`src/rtl/counter_mod_k_ctrl.sv`:
```
// Modulo-k up/down counter with IDLE/RUN/DONE control.
// Counts modulo a captured modulus k (k = 0 selects 2^N). In continuous mode
// it wraps and tallies wraps (saturating). In one-shot mode the first wrap
// freezes the count and parks the controller in DONE.
module counter_mod_k_ctrl #(
  parameter int N = 8,
  parameter int M = 8
) (
  input  logic         i_clk,
  input  logic         i_reset_n,
  input  logic         i_start,
  input  logic         i_stop,
  input  logic         i_en,
  input  logic         i_dir,
  input  logic         i_mode,
  input  logic         i_load,
  input  logic [N-1:0] i_k,
  input  logic [N-1:0] i_load_val,
  output logic [N-1:0] o_count,
  output logic         o_tc,
  output logic [M-1:0] o_wraps,
  output logic         o_busy,
  output logic         o_done
);

  typedef enum logic [1:0] {
    ST_IDLE = 2'd0,
    ST_RUN  = 2'd1,
    ST_DONE = 2'd2
  } state_t;

  localparam logic [N-1:0] ONE_N = N'(1);
  localparam logic [M-1:0] ONE_M = M'(1);

  state_t       r_state;
  logic [N-1:0] r_k;
  logic         r_mode;
  logic [N-1:0] r_count;
  logic         r_tc;
  logic [M-1:0] r_wraps;
  logic         r_busy;
  logic         r_done;

  // Highest legal count for the running modulus. k = 0 gives all ones,
  // which is exactly the 2^N case; k = 1 gives 0, so the count never moves.
  logic [N-1:0] w_k_last;
  // Highest legal count for the modulus presented with a start.
  logic [N-1:0] w_start_last;
  // Count value a start begins from: bottom when counting up, top when down.
  logic [N-1:0] w_start_count;
  // Terminal value reached in the direction sampled this cycle.
  logic         w_term;
  // Value the count jumps to on a continuous-mode wrap.
  logic [N-1:0] w_wrap_count;
  // Ordinary one-step move in the current direction.
  logic [N-1:0] w_step_count;
  // Load value clamped into the legal range; k = 0 accepts every value.
  logic [N-1:0] w_load_clamped;

  // Saturating increment so the wrap tally sticks at its maximum.
  function automatic logic [M-1:0] sat_inc(input logic [M-1:0] v);
    if (&v) begin
      return v;
    end
    return v + ONE_M;
  endfunction

  // Clamp a load request to the top of the modulus range.
  function automatic logic [N-1:0] clamp_load(input logic [N-1:0] val,
                                              input logic [N-1:0] k,
                                              input logic [N-1:0] k_last);
    if ((k == '0) || (val < k)) begin
      return val;
    end
    return k_last;
  endfunction

  assign w_k_last       = r_k - ONE_N;
  assign w_start_last   = i_k - ONE_N;
  assign w_start_count  = i_dir ? w_start_last : '0;
  assign w_term         = i_dir ? (r_count == '0) : (r_count == w_k_last);
  assign w_wrap_count   = i_dir ? w_k_last : '0;
  assign w_step_count   = i_dir ? (r_count - ONE_N) : (r_count + ONE_N);
  assign w_load_clamped = clamp_load(i_load_val, r_k, w_k_last);

  // Controller and datapath: stop beats start beats load beats enable.
  always_ff @(posedge i_clk or negedge i_reset_n) begin
    if (!i_reset_n) begin
      r_state <= ST_IDLE;
      r_k     <= '0;
      r_mode  <= 1'b0;
      r_count <= '0;
      r_tc    <= 1'b0;
      r_wraps <= '0;
      r_busy  <= 1'b0;
      r_done  <= 1'b0;
    end else begin
      // The wrap pulse lasts one cycle unless a wrap happens again below.
      r_tc <= 1'b0;
      if (i_stop) begin
        // Abort from anywhere; the wrap tally is kept for inspection.
        r_state <= ST_IDLE;
        r_count <= '0;
        r_busy  <= 1'b0;
        r_done  <= 1'b0;
      end else if (i_start) begin
        // Start (or restart) captures the modulus and mode afresh.
        r_state <= ST_RUN;
        r_k     <= i_k;
        r_mode  <= i_mode;
        r_count <= w_start_count;
        r_wraps <= '0;
        r_busy  <= 1'b1;
        r_done  <= 1'b0;
      end else begin
        case (r_state)
          ST_IDLE: begin
            r_count <= '0;
          end
          ST_RUN: begin
            if (i_load) begin
              r_count <= w_load_clamped;
            end else if (i_en) begin
              if (w_term) begin
                r_tc <= 1'b1;
                if (r_mode) begin
                  // One-shot: freeze on the terminal value and finish.
                  r_state <= ST_DONE;
                  r_wraps <= ONE_M;
                  r_busy  <= 1'b0;
                  r_done  <= 1'b1;
                end else begin
                  r_count <= w_wrap_count;
                  r_wraps <= sat_inc(r_wraps);
                end
              end else begin
                r_count <= w_step_count;
              end
            end
          end
          ST_DONE: begin
            // Count and tally hold; only start or stop leave this state.
          end
          default: begin
            r_state <= ST_IDLE;
            r_count <= '0;
            r_busy  <= 1'b0;
            r_done  <= 1'b0;
          end
        endcase
      end
    end
  end

  assign o_count = r_count;
  assign o_tc    = r_tc;
  assign o_wraps = r_wraps;
  assign o_busy  = r_busy;
  assign o_done  = r_done;

endmodule

```
`config.mk`:
```
export PLATFORM = sky130hd
export DESIGN_NAME = counter_mod_k_ctrl
export DESIGN_NICKNAME = d
export VERILOG_FILES = /design/src/rtl/counter_mod_k_ctrl.sv
export SDC_FILE = /design/constraint.sdc
export NUM_CORES = 1
export LEC_CHECK = 0
export BUFFER_PORTS_ARGS = -buffer_cell sky130_fd_sc_hd__buf_2
export CAP_MARGIN = 25
export CORE_MARGIN = 2
export CORE_UTILIZATION = 52
export CTS_CLUSTER_DIAMETER = 60
export DETAILED_ROUTE_END_ITERATION = 6
export PLACE_DENSITY = 0.73
export SLEW_MARGIN = 20
export SYNTH_ARGS = -nofsm -noshare
export SYNTH_HDL_FRONTEND = slang
export SYNTH_SLANG_ARGS = --single-unit
```
`constraint.sdc`:
```
create_clock -name i_clk -period 3.02 [get_ports i_clk]
set_clock_uncertainty 0.2 [all_clocks]
set_input_delay 0.151 -clock i_clk [delete_from_list [all_inputs] [get_ports i_clk]]
set_output_delay 0.151 -clock i_clk [all_outputs]
set_load 0.05 [all_outputs]
```
Yosys cells after proc, flatten, opt, wreduce, memory -nomap -nowiden. Index checks and enable logic that the tools add are counted.

Output and inout bits: 19. Memories: 0. Flip-flop bits (word level): 30. ROM bits: 0. Input port bits: 24. RAM bits: 0. Bits in latches: 0.

Add/sub/neg operators: 5. Bitwise logic cells: 1. Reduce and logical (&&, ||, !) cells: 13. Equal/unequal tests: 13. Magnitude comparators: 1. Shift-type cells: 0. Div/mod/pow operators: 0. Muxes and demuxes: 56. Multipliers: 0.

Operators with widths (number): 8-bit two-way mux (18); 1-bit two-way mux (28); 8-bit by 1-bit subtractor with 8-bit output, second input constant (3); 4-bit inequality test, second input constant (5); 8-bit by 1-bit adder with 8-bit output, second input constant (2); 8-bit zero test (2); 8-bit one-hot mux with 2 select lines (1); 2-bit two-way mux (6); 8-bit equality test (1); 8-bit < comparator (1); 8-bit AND reduction (1); 6-bit inequality test, second input constant (1); 6-bit AND reduction (1); 2-bit nonzero test (3); 5-bit inequality test, second input constant (1); 5-bit AND reduction (1); 1-bit one-hot mux with 2 select lines (2); 2-bit one-hot mux with 2 select lines (1); 3-bit by 1-bit inequality test with 1-bit output, second input constant (1); 3-bit inequality test, second input constant (1); 3-bit AND reduction (1); 2-bit by 1-bit equality test with 1-bit output, second input constant (1); 2-bit equality test, second input constant (1); 2-bit zero test (1); other kinds (5) (5).

Logic depth before layout (Yosys ltp). Gate-level depths: netlist of the first run.

Depth after elaboration: 16. Gate-level depth with buffers: 10.

Worst setup path before layout of the first run. OpenSTA, ideal clock, no wires.

Kind: reg2reg. From: reg r_k[0]. To: reg r_wraps[5], in the netlist o_wraps[5]. Data required time: 2.716 ns. Data arrival time: 2.561 ns. Slack: 0.155 ns. Setup time: 0.104 ns. Cell stages (with the launch flop): 11. Cells stage by stage: dfrtp_1 inv_1 ha_1 xor3_1 nor4_1 nand3_1 nor4_4 o2111ai_4 and2_4 buf_6 o41ai_2.

Word-level cells in the longest chain between the ends: 5.

Ends and longest elaborated chain: start: declaration (line 36) `logic [N-1:0] r_k;`; start signal: assignment (line 109) `r_k <= i_k;`; 8-bit by 1-bit subtractor with 8-bit output (line 78) `assign w_k_last = r_k - ONE_N;`; 8-bit equality test (line 81) `assign w_term = i_dir ? (r_count == '0) : (r_count == w_k_last);`; 1-bit two-way mux (line 81); 2-bit nonzero test (no source line); 6-bit AND reduction (no source line); end signal: assignment (line 134) `r_wraps <= sat_inc(r_wraps);`; end: declaration (line 40) `logic [M-1:0] r_wraps;`.

No other way between the ends. A chain may end at the register's enable or synchronous reset.

Worst setup path after layout of the first run.
From: reg r_k[1]. To: reg r_wraps[5], in the netlist o_wraps[5].

Same word-level chain as after synthesis.

==> results of run 1 <==
[flip-flops by register name (all words and copies together), names as in the netlist]
signal	flops
r_k	8
r_state	2
o_tc	1
r_mode	1
o_count	8
o_wraps	8
[layout make-up]
| type | instances | area share [%] |
|---|---|---|
| flip-flops and latches | 28 | 22.0 |
| multi-input cells | 245 | 58.2 |
| well taps | 67 | 2.63 |
| clock inverters | 1 | 0.942 |
| repair buffers | 66 | 13.1 |
| clock buffers | 3 | 1.30 |
| inverters | 15 | 1.77 |
[repair_timing]
item / in CTS / in global routing
hold endpoints to repair: 38 / 0
endpoints found under the setup margin: 0 / 19
setup buffers: 0 / 2
gates resized for setup: 0 / 12
hold buffers: 11 / 0
[cells by family (layout without fill, tap and decap cells)]
group                      Yosys count  in the layout  synth area share, %
AOI/OAI and AO/OA                   81             81                 22.3
xor gates and xnor gates            25             25                 11.6
adders and majority gates           18             18                 8.90
buffers and inverters               26             85                 4.36
DFF                                 28             28                 26.8
muxes                                3              3                 1.24
and+or+nand+nor                    118            118                 24.8
[synth_stat cells, types with 3 or more instances]
library cell	instances
inv_1	15
and3_1	8
nor2b_1	3
a21oi_1	12
o31ai_1	6
nand2_1	28
xor2_1	4
nand3_1	15
o41ai_1	4
or3_1	4
dfrtp_1	28
xnor3_1	5
nor4_1	4
nor3_1	8
or2_2	4
clkbuf_1	7
a31oi_1	7
xnor2_1	15
o21ai_1	5
nand4_1	4
nor2_1	21
nand2b_1	3
o21ai_0	15
o2bb2ai_1	5
a21o_1	3
o21bai_1	4
ha_1	17
[worst min path at each step]
stage / startpoint / to / cells after the start
floorplan: i_reset_n / o_count[0] / 0
global placement: i_reset_n / o_count[2] / 1
detailed placement: i_reset_n / o_count[2] / 1
CTS: i_start / o_wraps[0] / 3
global route: i_start / o_wraps[0] / 3
finish: i_en / o_tc / 4
[power groups by stage]
| stage | sequential (W) | clock, W | combinational [W] |
|---|---|---|---|
| after floorplan | 0.000656 | 0 | 0.000370 |
| after global placement | 0.000521 | 0 | 0.000686 |
| after detailed placement | 0.000523 | 0 | 0.000694 |
| after CTS | 0.000516 | 0.000306 | 0.000709 |
| after global routing | 0.000535 | 0.000326 | 0.000800 |
| final | 0.000528 | 0.000306 | 0.000748 |
[through the flow]
stage	hold slack [ns]	setup slack (ns)	TNS, ns
2_1_floorplan	-0.345	0.155	0
3_3_place_gp	0.0284	0.147	0
3_5_place_dp	0.0242	0.0913	0
4_1_cts	0.152	0.0417	0
5_1_grt	0.166	-0.00670	-0.00670
6_report	0.150	0.128	0
[routing by layer]
metal  GRT usage [%]  up-vias  share of wire [%]  wire length, um
li1                -     1235                  -                -
met5               0        -                  0                0
met3            4.28       23                5.3              405
met4            12.5        0                3.5              266
met2            43.6       95                 48             3610
met1            38.1     1247                 44             3320
[critical path, stage by stage (launching register included)]
cell	delay, ns
dfrtp_1	0.41
inv_2	0.09
ha_4	0.15
xor3_1	0.41
nor4_2	0.26
nand3_1	0.15
buf_4	0.17
nor4_4	0.30
o2111ai_4	0.14
and2_4	0.22
o41ai_2	0.30
==> impl_results.md, run 1 <==
- FF-to-FF End: o_wraps[5]
- Pleak: ~1.5 nW
- Layout cells sized above 1: a little under a quarter
- Die area: approximately 5600 sq um
- Core Rows: 25
- Seq. cell area: 702 sq um
- Boundary Pins: 43
- Slew Limit Fails: 0
- Async S/R FF share, synth: 100%
- TritonCTS Buffers: 3
- Placed cell count: between 400 and 500
- Clock network fraction of design power: ~19%
- P_int: between 0.0008 and 0.0009 W
- Hold Vio Cnt, Final: 0
- Post-synth EDFFs: 0
- Yosys Warn Count: 0
- Pre-antenna DRT Iters: 4
- Avg WL per Cell: 17.9 um
- Post-Syn Area: 2610 sq um
- Net Sw Power: between 0.0006 and 0.0007 W
- First-pass GRT wire length: between 10,000 and 15,000 um
- Post-DP HPWL: 5710 um
- Sequential group share of total power: approximately 33%
- Synth area leader: dfrtp_1
- Register area share after synthesis: 26.8%
- Initial Util: between 50% and 60%
- Worst-Margin Slew: between 0.6 and 0.7 ns
- Initial antenna violation count: 0
- Peak supply drop: between 0.0004 and 0.0005 V
- H-Tree Depth: 1
- Vias in the first global route: ~2,400
- Logic pwr share: between 40 and 50%
- Residual DRC count: 0
- R2r startpoint: r_k[1]
- Non-Filler Instances: 425
- Critical path origin: r_k[1]
- Die Ht: between 70 and 80 um
- Most common cell after layout, fill and taps aside: buf_2
- CTS Sinks: 28
- Net count, final: 401
- Final setup viols: 0
- Synth Flop Type: dfrtp_1
- DRT iter0 DRCs: 156
- Crit path kind: flip-flop to flip-flop
- Outcome: completed
- MaxCap Viol Count: 0
- Worst-path clk slew: 0.10 ns
- Minimum clock period: a little under 3 ns
- R2R cell count: 10
- Core area: around 4800 sq um
- Most frequent cells in the layout: buf_2 (42), nand2_1 (28), dfrtp_1 (27), nor2_1 (21), ha_1 (16)
- GRT Util Overall: approximately 28%
- Yosys top cell area share: between 20% and 30%
- Hold/Removal Path Class: input pin to flip-flop
- ANT nets after route: 0
- Post-Synthesis Cells: ~300
- Post-route cell area: 3190 sq um
- Clock root buffer master: clkbuf_8
- GRT overflow: 0
- Synth-to-layout area growth: 21.9%
- Final core utilization: around two thirds
- Yosys reg bits: 28
- Critical path endpoint: o_wraps[5]
- Mapped Nets: between 300 and 400
- Via count: about 2,600
- Syn_area_per_cell: 8.74 sq um
- Pwr Density: 496 nW/um^2
- Ant diodes: 0
- Die width: 74.9 um
- Switching share of total power: roughly 43%
- Synth top area cells: dfrtp_1 (27%), ha_1 (8.1%), xnor2_1 (5.0%)
- Synth cell types: 61
- Clk_lat worst skew: between 0.2 and 0.3 ns
- Startpoint Class: flip-flop
- Area of the multi-input gates: about 1900 sq um
- CTS tree: yes
- Power, Total: 0.00158 W
- Reg2Reg Setup Slack: 0.13 ns
- FMAX: between 300 and 400 MHz
- Final WL: 7600 um
- PortBufs: 42
- Critical Path RT: ~3.0 ns
- CTS Buffer Depth: 2
- Highest net fanout along the worst path: 8
- Setup crit end kind: flip-flop
- CP arrival: roughly 2.9 ns
- Avg Vias per Cell: 6.12
- Relative slew slack: between 50% and 60%
- Gpl congestion: 0.945
- Pin count of the biggest net entering global routing: 29
- # fillers: 421
- Period Utilization, post-route: between 90% and 100%
- Placed inst area: slightly below 3000 sq um
Note: power is estimated with default switching activity, not from simulation.
==> inputs of run 2 (changes only) <==
CORE_ASPECT_RATIO = 1.2   (was not set)
==> run 2 against run 1 <==
Cell count down 2.4%. Critical path depth down 3. Worst hold slack worse by 0.14 ns. Fmax up 0.19%. Final area down 2.9%. Wire length down 5.4%. Die area about the same. Flip-flop and latch count unchanged. Non-clock buffer count down 3. Critical endpoint is now o_count[4]. Largest power group unchanged. Highest routed layer unchanged.
==> impl_results.md, run 2 (same netlist as run 1, synthesis figures left out) <==
- Avg Vias per Cell: slightly above 6
- Core area: ~4900 sq um
- GRT Util Overall: around 28%
- Ant diodes: 0
- Die area: about 5600 sq um
- Pin count of the biggest net entering global routing: 29
- Ordered cell list for the critical path: nor4_4 -> and4_4 -> xnor3_1 -> or4_4 -> a21oi_4 -> nor2_1 -> a311oi_1
- Power, Total: ~0.0015 W
- Final setup viols: 0
- Startpoint Class: flip-flop
- Vias in the first global route: 2,426
- TritonCTS Buffers: 3
- Post-DP HPWL: between 5000 and 6000 um
- Pre-antenna DRT Iters: 4
- Most common cell after layout, fill and taps aside: buf_2
- Crit path kind: flip-flop to flip-flop
- Relative slew slack: ~40%
- DRT iter0 DRCs: between 150 and 200
- Clock root buffer master: clkbuf_8
- Setup crit end kind: flip-flop
- Highest net fanout along the worst path: 6
- Avg WL per Cell: around 17 um
- Worst-Margin Slew: roughly 0.89 ns
- CTS Sinks: 28
- Die Ht: ~82 um
- Hold Path Stages: 2
- Initial Util: 53.3%
- Post-route cell area: 3090 sq um
- CP max stage cell: or4_4
- Clk_lat worst skew: between 0.2 and 0.3 ns
- Minimum clock period: approximately 2.9 ns
- Critical path origin: r_k[2]
- First-pass GRT wire length: 11,600 um
- CP arrival: roughly 2.9 ns
- Boundary Pins: 43
- FMAX: about 350 MHz
- Outcome: completed
- Core Rows: 28
- Post-route setup TNS: 0 ns
- Period Utilization, post-route: approximately 96%
- Hold/Removal Path Class: input pin to flip-flop
- Min-delay src: i_stop
- Worst-path clk slew: 0.10 ns
- Gpl congestion: about 0.9
- Die width: between 60 and 70 um
- ANT nets after route: 0
- Placed inst area: roughly 2900 sq um
- Most frequent cells in the layout: buf_2 (42), nand2_1 (28), dfrtp_1 (28), nor2_1 (21), ha_1 (17)
- Net count, final: approximately 400
- Residual DRC count: 0
- Layout cells sized above 1: 20.8%
- R2r startpoint: r_k[2]
- GRT overflow: 0
- Pwr Density: ~480 nW/um^2
- Pleak: 1.42 nW
- Slew Limit Fails: 0
- Initial antenna violation count: 0
- Critical Path RT: 3.01 ns
- Synth-to-layout area growth: 18.4%
- PortBufs: 42
- H-Tree Depth: 1
- Hold Vio Cnt, Final: 0
- Via count: about 2,600
- CTS tree: yes
- CTS Buffer Depth: 2
- R2R cell count: 7
- Peak supply drop: around 0.00037 V
- MaxCap Viol Count: 0
- Max stage delay on crit path: between 0.6 and 0.7 ns
- Final WL: roughly 7200 um
==> run 2: changes by cell type in the layout (fill, tap and decap cells not counted), moves of 2 or more <==
cell,delta
inv_1,+2
o41ai_2,-2
a31oi_2,-3
a31oi_1,+3
buf_4,-2
inv_2,-2
o41ai_1,+2
==> run 2: through the flow <==
step | util [%] | hold slack, ns | std cells | setup slack [ns]
floorplan | - | -0.345 | 299 | 0.155
global placement | 59.6 | 0.0107 | 401 | 0.178
detailed placement | 59.6 | 0.0212 | 401 | 0.0732
CTS | 62.8 | 0.000229 | 415 | 0.0415
global route | 63.1 | 0.0474 | 415 | -0.0115
finish | 63.1 | 0.0130 | 415 | 0.134
==> run 2: final timing paths <==
| path | endpoint | slack, ns |
|---|---|---|
| max | o_count[4] | 0.13 |
| min | o_count[4] | 0.01 |
| max reg2reg | o_count[4] | 0.13 |
| min reg2reg | o_wraps[5] | 0.36 |
| max in group asynchronous | o_count[2] | 1.98 |
| min in group asynchronous | r_k[5] | 0.22 |
==> run 2: final cells by class <==
cell class / instances / area (sq um)
tap: 60 / 75.1
fill: 451 / 1810
clock buffer: 4 / 55.1
sequential: 28 / 701
timing repair buffer: 63 / 393
multi-input combinational: 245 / 1810
inverter: 15 / 56.3
==> run 2: where the power goes <==
group          total, W  internal, W  switching (W)  leakage, nW
clock          0.000241     0.000117       0.000124       0.0288
combinational  0.000715     0.000271       0.000444         1.03
sequential     0.000519     0.000432      0.0000864        0.366
total           0.00147     0.000821       0.000654         1.42
==> run 2: critical path: cells and delay by family (launching register included) <==
family          cells  cell delay, ns
compound gates      2            0.44
simple gates        4            1.36
flops               1            0.50
xor+xnor            1            0.30
==> run 2: per-layer routing <==
metal | wire, um | vias to the layer above | GRT usage [%] | part of all wire [%]
met3 | 390 | 27 | 2.19 | 5.4
li1 | - | 1231 | - | -
met1 | 2930 | 1217 | 35.8 | 41
met5 | 0 | - | 0 | 0
met4 | 376 | 0 | 14.7 | 5.2
met2 | 3500 | 88 | 45.6 | 49
==> run 2: repair_timing <==
action | 4_1_cts | 5_1_grt
resized for setup | 0 | 3
endpoints found under the setup margin | 0 | 12
setup buffers | 0 | 0
hold buffers | 10 | 0
hold endpoints to repair | 37 | 0
==> inputs of run 3 (changes only) <==
CORE_UTILIZATION = 40   (was 52)
PLACE_DENSITY = 0.58   (was 0.73)
==> run 3 against run 2 <==
Global-route usage down 5.7 points. Combinational power up 1%. Non-clock buffer count up 2. Critical path type unchanged. Power down 1.8%. Wire length up 6.2%. Clock power down 14%.
==> impl_results.md, run 3 (same netlist as run 1, synthesis figures left out) <==
- Clk_lat worst skew: 0.28 ns
- RSZ-0062 raised after global routing: false
- Pleak: ~1.4 nW
- Final setup viols: 0
- Via count: around 2,500
- Hold slack: 0.148 ns
- Die Ht: roughly 90 um
- Layout cells sized above 1: between 20 and 25%
- Most common cell after layout, fill and taps aside: buf_2
- Avg Vias per Cell: roughly 5.7
- DRT iter0 DRCs: between 150 and 200
- Post-route setup TNS: 0 ns
- Core Rows: 32
- Final WL: 7640 um
- Crit path kind: flip-flop to flip-flop
- Boundary Pins: 43
- Worst-Margin Slew: 0.662 ns
- CTS tree: yes
- Minimum clock period: ~2.8 ns
- Net count, final: 400
- Die area: approximately 7200 sq um
- Initial antenna violation count: 0
- Hold Vio Cnt, Final: 0
- Clock root buffer master: clkbuf_8
- H-Tree Depth: 1
- Critical Path RT: roughly 3.0 ns
- Gpl congestion: between 0.9 and 1
- Period Utilization, post-route: 93.5%
- Post-DP HPWL: around 5900 um
- CP arrival: ~2.8 ns
- GRT overflow: 0
- Ant diodes: 0
- Pin count of the biggest net entering global routing: 29
- Most frequent cells in the layout: buf_2 (42), nand2_1 (28), dfrtp_1 (28), nor2_1 (21), ha_1 (17)
- PortBufs: 42
- Hold/Removal Path Class: input pin to flip-flop
- Die width: approximately 78 um
- Final worst slack: between 0.15 and 0.2 ns
- Placed inst area: between 2000 and 3000 sq um
- GRT Util Overall: between 20% and 30%
- Worst-path clk slew: roughly 0.090 ns
- Core area: 6370 sq um
- # fillers: a little over 600
- Outcome: completed
- Highest net fanout along the worst path: 6
- Peak supply drop: 0.000457 V
- ANT nets after route: 0
- Post-route cell area: 3130 sq um
- Pwr Density: 463 nW/um^2
- MaxCap Viol Count: 0
- Setup bufs post-CTS: 0
- CTS Sinks: 28
- Avg WL per Cell: roughly 17 um
- Residual DRC count: 0
- Setup crit end kind: flip-flop
- Vias in the first global route: 2,497
- CTS Buffer Depth: 2
- Initial Util: 41.1%
- Area of the multi-input gates: between 1500 and 2000 sq um
- Seq. cell area: roughly 700 sq um
- Pre-antenna DRT Iters: 4
- DP Worst Slack: around 0.14 ns
- First-pass GRT wire length: about 13,000 um
- Startpoint Class: flip-flop
- FMAX: around 350 MHz
- Synth-to-layout area growth: 19.7%
- TritonCTS Buffers: 3
- Relative slew slack: approximately 56%
- Slew Limit Fails: 0
## run 3: cell count changes in the layout (fill, tap and decap cells not counted), sizes merged
cell / delta
clkbuf: -1
buf: +1
dlygate4sd3: +1
## run 3: stage by stage
step / power, W / utilization, % / instances
global route: 0.00154 / 49.2 / 441
finish: 0.00145 / 49.2 / 441
floorplan: 0.00103 / - / 299
global placement: 0.00122 / 46.4 / 426
detailed placement: 0.00123 / 46.4 / 426
CTS: 0.00145 / 48.8 / 440
## run 3: cell type report
class / count / area share (%)
Multi-Input combinational cell: 245 / 58.0
Tap cell: 85 / 3.40
Inverter: 15 / 1.80
Sequential cell: 28 / 22.4
Timing Repair Buffer: 65 / 13.1
Clock buffer: 3 / 1.32
## run 3: power breakdown
part	internal (W)	leakage [nW]	switching, W
combinational	0.000272	1.04	0.000452
sequential	0.000432	0.366	0.0000837
clock	0.0000898	0.0216	0.000118
## run 3: final timing paths
kind	startpoint	to	slack, ns	cells after the start
max	r_k[3]	o_count[4]	0.20	7
min	i_load_val[5]	o_count[5]	0.15	5
max reg2reg	r_k[3]	o_count[4]	0.20	7
min reg2reg	o_wraps[6]	o_wraps[6]	0.37	1
max in group asynchronous	i_reset_n	o_count[5]	1.96	2
min in group asynchronous	i_reset_n	r_k[7]	0.23	2
## run 3: timing repair
item                                   in CTS  in global routing
gates resized for setup                     0                  3
setup endpoints to repair                   0                 10
endpoints found under the hold margin      38                  0
hold buffers                               11                  0
## run 3: worst max-delay path: stages (launching register included)
cell and delay [ns]:
dfrtp_1 0.45, nor4_4 0.34, and4_4 0.29, xnor3_1 0.32, or4_4 0.61, a21oi_4 0.20
nor2_1 0.09, a311oi_1 0.23
## run 3: layer usage
layer	global-route usage (%)	part of all wire (%)	wire [um]	vias up
met3	2.44	4.1	311	12
met1	29.2	44	3370	1209
met4	5.80	2.0	149	0
met2	37.9	50	3810	58
met5	0	0	0	-
li1	-	-	-	1236
